## src/rtl/alu_op_sequencer.sv

```systemverilog
// Control stage for a 16-bit combinational ALU: small register file, request handshake,
// one-cycle ALU execute, writeback and a held response until the consumer takes it.
module alu_op_sequencer #(
    parameter int DATA_W = 16,
    parameter int NREGS  = 4,
    parameter int REG_AW = 2
) (
    input  logic              clk,
    input  logic              reset,
    input  logic              req_valid,
    output logic              req_ready,
    input  logic [2:0]        req_op,
    input  logic [REG_AW-1:0] req_rd,
    input  logic [REG_AW-1:0] req_rs1,
    input  logic [REG_AW-1:0] req_rs2,
    input  logic              load_en,
    input  logic [REG_AW-1:0] load_addr,
    input  logic [DATA_W-1:0] load_data,
    output logic [2:0]        alu_select,
    output logic [DATA_W-1:0] alu_a,
    output logic [DATA_W-1:0] alu_b,
    input  logic [DATA_W-1:0] alu_result,
    input  logic              alu_flag,
    output logic              rsp_valid,
    input  logic              rsp_ready,
    output logic [DATA_W-1:0] rsp_data,
    output logic              rsp_zero,
    output logic [15:0]       op_count
);

    typedef enum logic [1:0] {IDLE, EXEC, RESP} state_t;

    state_t                         state;
    logic [REG_AW-1:0]              rd_q;
    logic [NREGS-1:0][DATA_W-1:0]   regs;

    assign req_ready = (state == IDLE);

    always_ff @(posedge clk or posedge reset) begin
        if (reset) begin
            state      <= IDLE;
            rd_q       <= '0;
            regs       <= '0;
            alu_select <= '0;
            alu_a      <= '0;
            alu_b      <= '0;
            rsp_valid  <= 1'b0;
            rsp_data   <= '0;
            rsp_zero   <= 1'b0;
            op_count   <= '0;
        end else begin
            case (state)
                IDLE: begin
                    if (load_en)
                        regs[load_addr] <= load_data;
                    if (req_valid) begin
                        // A same-edge load to a source register is forwarded into the operand.
                        alu_select <= req_op;
                        alu_a      <= (load_en && load_addr == req_rs1) ? load_data : regs[req_rs1];
                        alu_b      <= (load_en && load_addr == req_rs2) ? load_data : regs[req_rs2];
                        rd_q       <= req_rd;
                        state      <= EXEC;
                    end
                end
                EXEC: begin
                    regs[rd_q] <= alu_result;
                    rsp_data   <= alu_result;
                    rsp_zero   <= alu_flag;
                    rsp_valid  <= 1'b1;
                    op_count   <= op_count + 16'd1;
                    state      <= RESP;
                end
                RESP: begin
                    if (rsp_ready) begin
                        rsp_valid <= 1'b0;
                        state     <= IDLE;
                    end
                end
                default: state <= IDLE;
            endcase
        end
    end

endmodule

```

## config.mk

```make
export PLATFORM = sky130hd
export DESIGN_NAME = alu_op_sequencer
export DESIGN_NICKNAME = d
export VERILOG_FILES = /design/src/rtl/alu_op_sequencer.sv
export SDC_FILE = /design/constraint.sdc
export NUM_CORES = 1
export LEC_CHECK = 0
export BUFFER_PORTS_ARGS = -buffer_cell sky130_fd_sc_hd__buf_2
export CAP_MARGIN = 20
export CORE_AREA = 2 2 80 158
export CTS_CLUSTER_SIZE = 14
export DETAILED_ROUTE_END_ITERATION = 10
export DIE_AREA = 0 0 82 160
export PLACE_DENSITY = 0.94
export SYNTH_ARGS = -nofsm -noshare
export SYNTH_HDL_FRONTEND = slang
export SYNTH_SLANG_ARGS = --single-unit
```

## constraint.sdc

```tcl
create_clock -name clk -period 9.7 [get_ports clk]
set_input_delay 0.97 -clock clk [delete_from_list [all_inputs] [get_ports clk]]
set_output_delay 0.97 -clock clk [all_outputs]
set_load 0.005 [all_outputs]
```

# Yosys cells after proc, flatten, opt, wreduce, memory -nomap -nowiden
# Index checks and enable logic that the tools add are counted.
[op_classes]
addsub = 1
order_cmp = 6
n_eq_ne = 7
n_mux = 19
reduce_logical = 11
[ops]
columns = ["op", "count"]
rows = [
  ["bitwise mux 64 bit", 2],
  ["one-hot mux 64 bit (2 select lines)", 1],
  ["2-to-1 mux 16 bit", 6],
  ["binary-select mux 16 bit (select 2 bit)", 2],
  ["demux 16 bit (select 2 bit)", 2],
  ["2-to-1 mux 64 bit", 1],
  ["adder 16 x 1 -> 16 bit, second input constant", 1],
  ["< comparator 2 x 3 -> 1 bit, second input constant", 4],
  ["AND reduction 2 bit", 4],
  ["one-hot mux 2 bit (3 select lines)", 1],
  ["== test 2 bit", 2],
  ["greater-or-equal comparator 2 x 1 -> 1 bit, second input constant", 2],
  ["logical AND 1 bit", 4],
  ["2-to-1 mux 2 bit", 2],
  ["inequality test 2 bit, second input constant", 2],
  ["nonzero test 2 bit", 2],
  ["== test 2 x 1 -> 1 bit, second input constant", 1],
  ["== test 2 bit, second input constant", 1],
  ["zero test 2 bit", 1],
  ["inequality test 2 x 1 -> 1 bit, second input constant", 1],
  ["one-hot mux 1 bit (2 select lines)", 1],
  ["2-to-1 mux 1 bit", 1],
]
[totals]
regBits = 137
input_bits = 49
output_inout_bits = 70
wordCells = 57

# Logic depth before layout (Yosys ltp)
# Gate-level depths: netlist of run 1.
[depth]
word_depth = 7
depth_mapped = 7
mapped_depth_nobuf = 5

# Least setup slack after synthesis of run 1
# OpenSTA, ideal clock, no wires.
[synth_path]
path_kind = "input to register"
start = "input port req_rs1[0]"
end = "register alu_a[0]"
setup_ns = 0.130
arrival_time_ns = 2.074
required_ns = 9.570
slack_ns = 7.496
stages = 5
n_path_buf = 2
cell_sequence = "buf_2 -> buf_4 -> mux4_2 -> nand2_1 -> a31oi_1"
[synth_between]
elab_chain_cells = 3
elab_cells_between_ends = 5
cone_classes = "eq/ne (1); mux (3); reduce/logical (1)"
[synth_rtl]
columns = ["item", "line_no", "text"]
rows = [
  ["start: declaration", "14", "input logic [REG_AW-1:0] req_rs1,"],
  ["binary-select mux 16 bit (select 2 bit) or == test 2 bit (tied branches)", "59", "alu_a <= (load_en && load_addr == req_rs1) ? load_data : regs[req_rs1];"],
  ["2-to-1 mux 16 bit (implied by the code) or logical AND 1 bit (tied branches)", "59", ""],
  ["2-to-1 mux 16 bit *", "59", ""],
  ["end signal: assignment", "59", ""],
  ["end: declaration", "20", "output logic [DATA_W-1:0] alu_a,"],
]
# Every way passes the cells marked *; elsewhere a longest branch is shown, timed or not. The select of a mux whose other input is x is not followed.
# A chain may end at the register's enable or synchronous reset.

# Worst setup path in the final report of run 1
[layout_path]
start = "input port req_rs1[0]"
end = "register alu_a[15]"
# Same word-level chain as after synthesis.

==> results of run 1 <==
## metrics by stage
step                      total power, mW  area (um2)  hold slack (ps)  utilization
after floorplan                      1.65        7070              468            -
after global placement               1.87        7560              454        0.631
after detailed placement             1.94        7560              457        0.631
after CTS                            2.66        8200              472        0.684
after global routing                 2.81        8220              489        0.686
final                                2.68        8220              474        0.686
## registers in the layout, indices dropped and copies added (netlist names)
signal,count
alu_a,16
alu_b,16
alu_select,3
op_count,16
rd_q,2
regs,64
rsp_data,16
rsp_valid,1
rsp_zero,1
state,2
## cells by family after synthesis
| logic type | after synthesis | synth area share |
|---|---|---|
| AOI/OAI and AO/OA | 163 | 0.164 |
| xor gates and xnor gates | 19 | 0.0235 |
| adders and majority gates | 1 | 0.00177 |
| buffers and inverters | 50 | 0.0434 |
| DFF | 137 | 0.485 |
| muxes | 37 | 0.110 |
| and+or+nand+nor | 266 | 0.172 |
## cell type report
cell class                      instances  share of cell area
Tap cell                              147              0.0224
Clock buffer                           21              0.0573
Inverter                                3             0.00168
Multi-Input combinational cell        486               0.406
Sequential cell                       137               0.417
Clock inverter                         11              0.0204
Timing Repair Buffer                  120              0.0752
## power groups by stage
stage / clock network (mW) / logic [mW] / registers (mW)
3_3_place_gp: 0 / 0.847 / 1.02
5_1_grt: 0.726 / 1.01 / 1.08
2_1_floorplan: 0 / 0.650 / 1.00
4_1_cts: 0.700 / 0.912 / 1.04
6_report: 0.702 / 0.922 / 1.06
3_5_place_dp: 0 / 0.897 / 1.04
## worst min-delay path by stage
stage	to	cells after the start	slack, ps
floorplan	op_count[15]$_DFFE_PP0P_	1	470
global placement	rsp_data[5]$_DFFE_PP0P_	2	450
detailed placement	rsp_data[9]$_DFFE_PP0P_	2	460
CTS	rsp_data[7]$_DFFE_PP0P_	2	470
global route	rsp_data[15]$_DFFE_PP0P_	2	490
finish	rsp_data[7]$_DFFE_PP0P_	2	470
## worst register-to-register path, cell delays in order, from the launching register on
cell and delay [ps]:
dfrtp_1 510, nor2b_4 780, nand3b_4 360, nand2_4 340, a2bb2oi_1 240
## Yosys cell counts (3+ instances only)
library cell    n
nand2_4         3
o21ai_1        12
a31oi_1        32
mux4_2         32
dfrtp_1       137
nand2_1       192
and3_1          4
clkbuf_1       10
buf_6           4
a2bb2oi_2      10
xnor2_1        17
mux2_2          5
nand3_1         7
buf_2          17
buf_4           6
nand4_1         4
o21ai_0        53
nor2_1         37
clkbuf_2        5
inv_1           3
a2bb2oi_1      54
## routing by layer
| layer | wire length [um] | up-vias | track usage |
|---|---|---|---|
| met1 | 7120 | 2920 | 0.410 |
| met5 | 0 | - | 0 |
| met3 | 2240 | 102 | 0.0825 |
| met4 | 912 | 0 | 0.173 |
| li1 | - | 2587 | - |
| met2 | 9930 | 506 | 0.506 |
==> metrics.md, run 1 <==
| Metric | Value |
|---|---|
| Status | `finished, final reports clean` |
| FF/Latch Area | `3430 um2` |
| Critical path depth | `5` |
| Sink Count | `137` |
| Ys flop type | `dfrtp_1` |
| Min-delay src | `rsp_data[7]$_DFFE_PP0P_` |
| Top cell type's share of synthesized area | `0.485` |
| CTS tree | `done` |
| Cell Chain, Critical Path | `buf_2, xnor2_1, nand3_1, nand2_1, a31oi_1` |
| Core area | `12000 um2` |
| Global-route wire length before repair | `32200 um` |
| Reg-to-Reg Start | `state[0]$_DFFE_PP0P_` |
| Worst reg2reg path endpoint | `regs[18]$_DFFE_PP0P_` |
| Crit-path max FO | `17` |
| CP Buf/Inv Count | `1` |
| Critical path class | `in2reg` |
| Top delay family on crit path | `simple AND/OR/NAND/NOR gates` |
| P per Cell Area | `326 nW/um2` |
| Via density | `6.61` |
| Floorplan row count | `57` |
| Vias in the first global route | `6406` |
| Max_slew headroom | `0.381` |
| Arr. time, crit path | `2710 ps` |
| I/O pins | `119` |
| Final hold violation count | `0` |
| Layout cell share with drive strength beyond 1 | `0.274` |
| Total Routing Usage GR | `0.325` |
| Worst Setup End Kind | `flip-flop` |
| Flop-to-flop setup slack | `7370 ps` |
| Post-synthesis sequential area ratio | `0.485` |
| Num CTS Buffers | `17` |
| Syn nets | `723` |
| Post-Route WL | `20200 um` |
| CTS resizes | `0` |
| Sw power | `912 uW` |
| Commonest non-fill, non-tap cell in the layout | `nand2_1` |
| Fmax | `0.411 GHz` |
| Final setup margin | `7270 ps` |
| Die footprint | `13100 um2` |
| Peak supply drop | `0.000221 V` |
| Synth area leaders | `dfrtp_1, mux4_2, nand2_1, a2bb2oi_1, o21ai_0` |
| Synthesized area per cell | `10.5 um2` |
| Initial Utilization | `0.590` |
| Fillcell total | `800` |
| DIE HEIGHT | `160 um` |
| Pins Over Slew Limit | `0` |
| Power Internal | `1.77 mW` |
| Final Net Count | `815` |
| #FFs+latches synth | `137` |
| Largest net degree at the start of global routing | `76` |
| H-tree levels | `4` |
| Area delta synth->final | `16.3%` |
| CTS Buffer Depth | `2` |
| Non-filler cells, final | `925` |
| FFs w/ async S/R, synth | `1.00` |
| Hold bufs inserted after CTS | `0` |
| Reg clk slew, reported paths | `60 ps` |
| RSZ-0062 raised after global routing | `no` |
| CP Launch Type | `primary input` |
| Post-route minimum period | `2430 ps` |
| Post-Place Cells | `892` |
| Most frequent cells in the layout | `nand2_1, dfrtp_1, buf_2` |
| Die span in x | `82 um` |
| Synth warn | `0` |
| Pre-CTS setup slack | `6880 ps` |
| Antenna Nets Post-Route | `0` |
| Worst-skew pair later-pin latency | `420 ps` |
| Worst slew pin tran | `928 ps` |
| R2R depth | `4` |
| Area leader, netlist | `dfrtp_1` |
| HP Class | `reg2reg` |
| GPL Wtd Cong | `0.867` |
| Root buf cell | `clkbuf_16` |
| Postcts setup bufs | `0` |
| Critical Path Sink | `alu_a[15]$_DFFE_PP0P_` |
| Leak | `3.66 nW` |
| Post-DP HPWL | `12800 um` |
| Buffers on Ports | `118` |
| Worst path slowest cell | `nand3_1` |
| Post-Syn Instances | `673` |
| Switching part of the total | `0.341` |
| Diode count | `0` |
| Post-synth EDFFs | `0` |
| Setup TNS | `0 ps` |
| Yosys cell types | `42` |
| Initial DRC count | `723` |
| Final period utilization | `0.251` |
| Total gr overflow | `0` |
| Comb pwr share | `0.344` |
| Seq pwr share | `0.394` |
| Area occupied by multi-input gates | `3330 um2` |
| Initial antenna violation count | `0` |
| CP startpoint | `req_rs1[0]` |
| Slowest stage delay, CP | `570 ps` |
| Area of the mapped netlist | `7070 um2` |
| Vias post-DR | `6115` |
| Max-cap violations | `0` |
| WL/cell | `21.8 um` |
| Clock Power Share | `0.262` |
| Drt drc | `0` |
| Clock skew | `6.57 ps` |
| WP data required | `9980 ps` |
| Drt pass-1 iters | `6` |
| Final setup fails | `0` |
No activity file was read; power rests on OpenSTA's default activity.
==> run 2, diff against run 1 <==
- CORE_AREA: 2 2 80 158 -> 2 2 87 172
- DIE_AREA: 0 0 82 160 -> 0 0 89 174
- PLACE_DENSITY: 0.94 -> 0.86
- clock period: 9.7 -> 2.1 ns (I/O delays scaled with it)
==> run 2 against run 1 <==
  * Via count up 1.5%
  * Sequential share of layout area down 1.2 points
  * Setup slack worse by 7100 ps
  * Cell count up 7.9%
  * Clock skew down 0.88 ps
  * Critical path depth down 1
  * Wire length up 7.4%
  * Sequential cell count unchanged
  * Hold slack worse by 460 ps
  * Register-to-register slack worse by 7200 ps
  * Largest power group unchanged
==> metrics.md, run 2 (synthesis results as in run 1) <==
| Metric | Value |
|---|---|
| CTS resizes | `0 (unchanged)` |
| Final hold violation count | `0 (unchanged)` |
| CP Launch Type | `flip-flop` |
| CP Buf/Inv Count | `0 (-1)` |
| Initial antenna violation count | `0 (unchanged)` |
| Max-cap violations | `0 (unchanged)` |
| Core area | `14300 um2 (+19%)` |
| Drt pass-1 iters | `6 (unchanged)` |
| P per Cell Area | `1440 nW/um2 (+340%)` |
| Buffers on Ports | `118 (unchanged)` |
| Worst slew pin tran | `466 ps (-462 ps)` |
| Worst-skew pair later-pin latency | `420 ps (about the same)` |
| Core Util, Final | `0.592 (-0.0934)` |
| Post-Route WL | `21700 um (+7.4%)` |
| GPL Wtd Cong | `0.936 (+8.0%)` |
| Total gr overflow | `0 (unchanged)` |
| Final Net Count | `845 (+3.7%)` |
| Max_slew headroom | `0.689 (+0.308)` |
| Peak supply drop | `0.000570 V (+160%)` |
| Drt drc | `0 (unchanged)` |
| Setup TNS | `0 ps (unchanged)` |
| CTS Buffer Depth | `2 (unchanged)` |
| Status | `finished, final reports clean` |
| Vias in the first global route | `6211 (-3.0%)` |
| Final setup margin | `124 ps (-7150 ps)` |
| Die footprint | `15500 um2 (+18%)` |
| Arr. time, crit path | `2310 ps (-400 ps)` |
| Root buf cell | `clkbuf_16` |
| Clock skew | `5.69 ps (-0.880 ps)` |
| Post-route minimum period | `1980 ps` |
| Final period utilization | `0.941` |
| Commonest non-fill, non-tap cell in the layout | `nand2_1` |
| Non-filler cells, final | `998 (+7.9%)` |
| Hold bufs inserted after CTS | `3 (+3)` |
| Pre-CTS setup slack | `254 ps (-6620 ps)` |
| Fmax | `0.506 GHz` |
| Initial Utilization | `0.495 (-0.0947)` |
| FF/Latch Area | `3430 um2 (unchanged)` |
| Floorplan row count | `62 (+8.8%)` |
| HP Class | `in2reg` |
| Num CTS Buffers | `17 (unchanged)` |
| Most frequent cells in the layout | `nand2_1, dfrtp_1, buf_2` |
| Global-route wire length before repair | `33600 um (+4.5%)` |
| Critical path class | `reg2reg` |
| WL/cell | `21.7 um (-0.41%)` |
| Antenna Nets Post-Route | `0 (unchanged)` |
| RSZ-0062 raised after global routing | `no` |
| Final setup fails | `0 (unchanged)` |
| CTS tree | `done` |
| Vias post-DR | `6204 (+1.5%)` |
| Pins Over Slew Limit | `0 (unchanged)` |
| Total Routing Usage GR | `0.292 (-0.0329)` |
| I/O pins | `119 (unchanged)` |
| Max reg flops | `64 (unchanged)` |
| Postcts setup bufs | `0 (unchanged)` |
| Reg clk slew, reported paths | `60 ps (about the same)` |
| Most flops, register | `regs` |
| Cell Chain, Critical Path | `nor2b_4, nand3_4, nand2_4, a2bb2oi_1` |
| Crit-path max FO | `17 (unchanged)` |
| Worst path slowest cell | `dfrtp_1` |
| Area delta synth->final | `19.6%` |
| Slowest stage delay, CP | `530 ps (-40 ps)` |
| H-tree levels | `4 (unchanged)` |
| Diode count | `0 (unchanged)` |
| Leak | `3.77 nW (+2.9%)` |
| Worst Setup End Kind | `flip-flop` |
| Fillcell total | `1216 (+52%)` |
| Sink Count | `137 (unchanged)` |
| Layout cell share with drive strength beyond 1 | `0.293 (+0.0190)` |
| Top delay family on crit path | `simple AND/OR/NAND/NOR gates` |
| Post-DP HPWL | `14300 um (+11%)` |
| Area occupied by multi-input gates | `3330 um2 (unchanged)` |
| Largest net degree at the start of global routing | `82 (+7.9%)` |
| Initial DRC count | `742 (+2.6%)` |
| WP data required | `2430 ps (-7550 ps)` |
| Via density | `6.22 (-6.0%)` |
| DIE HEIGHT | `174 um (+8.8%)` |
| Post-Place Cells | `965 (+8.2%)` |
| Die span in x | `89 um (+8.5%)` |
[run 2: cell count changes in the layout (fill, tap and decap cells not counted), sizes merged]
cell | previous run | this run
clkinv | 4 | 3
clkbuf | 21 | 22
dlygate4sd3 | 0 | 3
clkinvlp | 2 | 4
bufinv | 4 | 2
buf | 120 | 147
inv | 4 | 2
[run 2: per-layer routing]
metal / track usage / wire (um) / vias to the layer above
met5: 0 / 0 / -
met2: 0.481 / 11100 / 402
li1: - / - / 2636
met1: 0.339 / 7490 / 3048
met3: 0.0651 / 1720 / 118
met4: 0.169 / 1380 / 0
[run 2: final timing paths]
check,start,endpoint,slack (ps),cells after the start
worst min-delay path,req_op[2],alu_select[2]$_DFFE_PP0P_,20,2
worst min register to register,rsp_data[10]$_DFFE_PP0P_,rsp_data[10]$_DFFE_PP0P_,470,2
worst max-delay path,state[0]$_DFFE_PP0P_,regs[62]$_DFFE_PP0P_,120,4
worst max register to register,state[0]$_DFFE_PP0P_,regs[62]$_DFFE_PP0P_,120,4
max in group asynchronous,reset,op_count[1]$_DFFE_PP0P_,1000,4
min in group asynchronous,reset,alu_a[5]$_DFFE_PP0P_,330,3
[run 2: area by class of cell]
| class | instances | area share |
|---|---|---|
| sequential | 137 | 0.406 |
| multi-input combinational | 486 | 0.394 |
| timing repair buffer | 150 | 0.104 |
| clock buffer | 22 | 0.0549 |
| tap | 192 | 0.0284 |
| clock inverter | 8 | 0.0115 |
| inverter | 3 | 0.00178 |
[run 2: power breakdown]
group          switching (mW)  internal, mW  leakage [nW]
registers                1.02          3.86          1.60
clock network            1.13          1.79         0.268
logic                    2.05          2.30          1.90
[run 2: stage by stage]
stage          power, mW  instance area (um2)  hold WS [ps]
2_1_floorplan       7.64                 7070           315
3_3_place_gp        8.91                 7860           218
3_5_place_dp        9.13                 7860           223
4_1_cts             12.1                 8450          9.61
5_1_grt             12.8                 8450          16.6
6_report            12.2                 8450          17.7
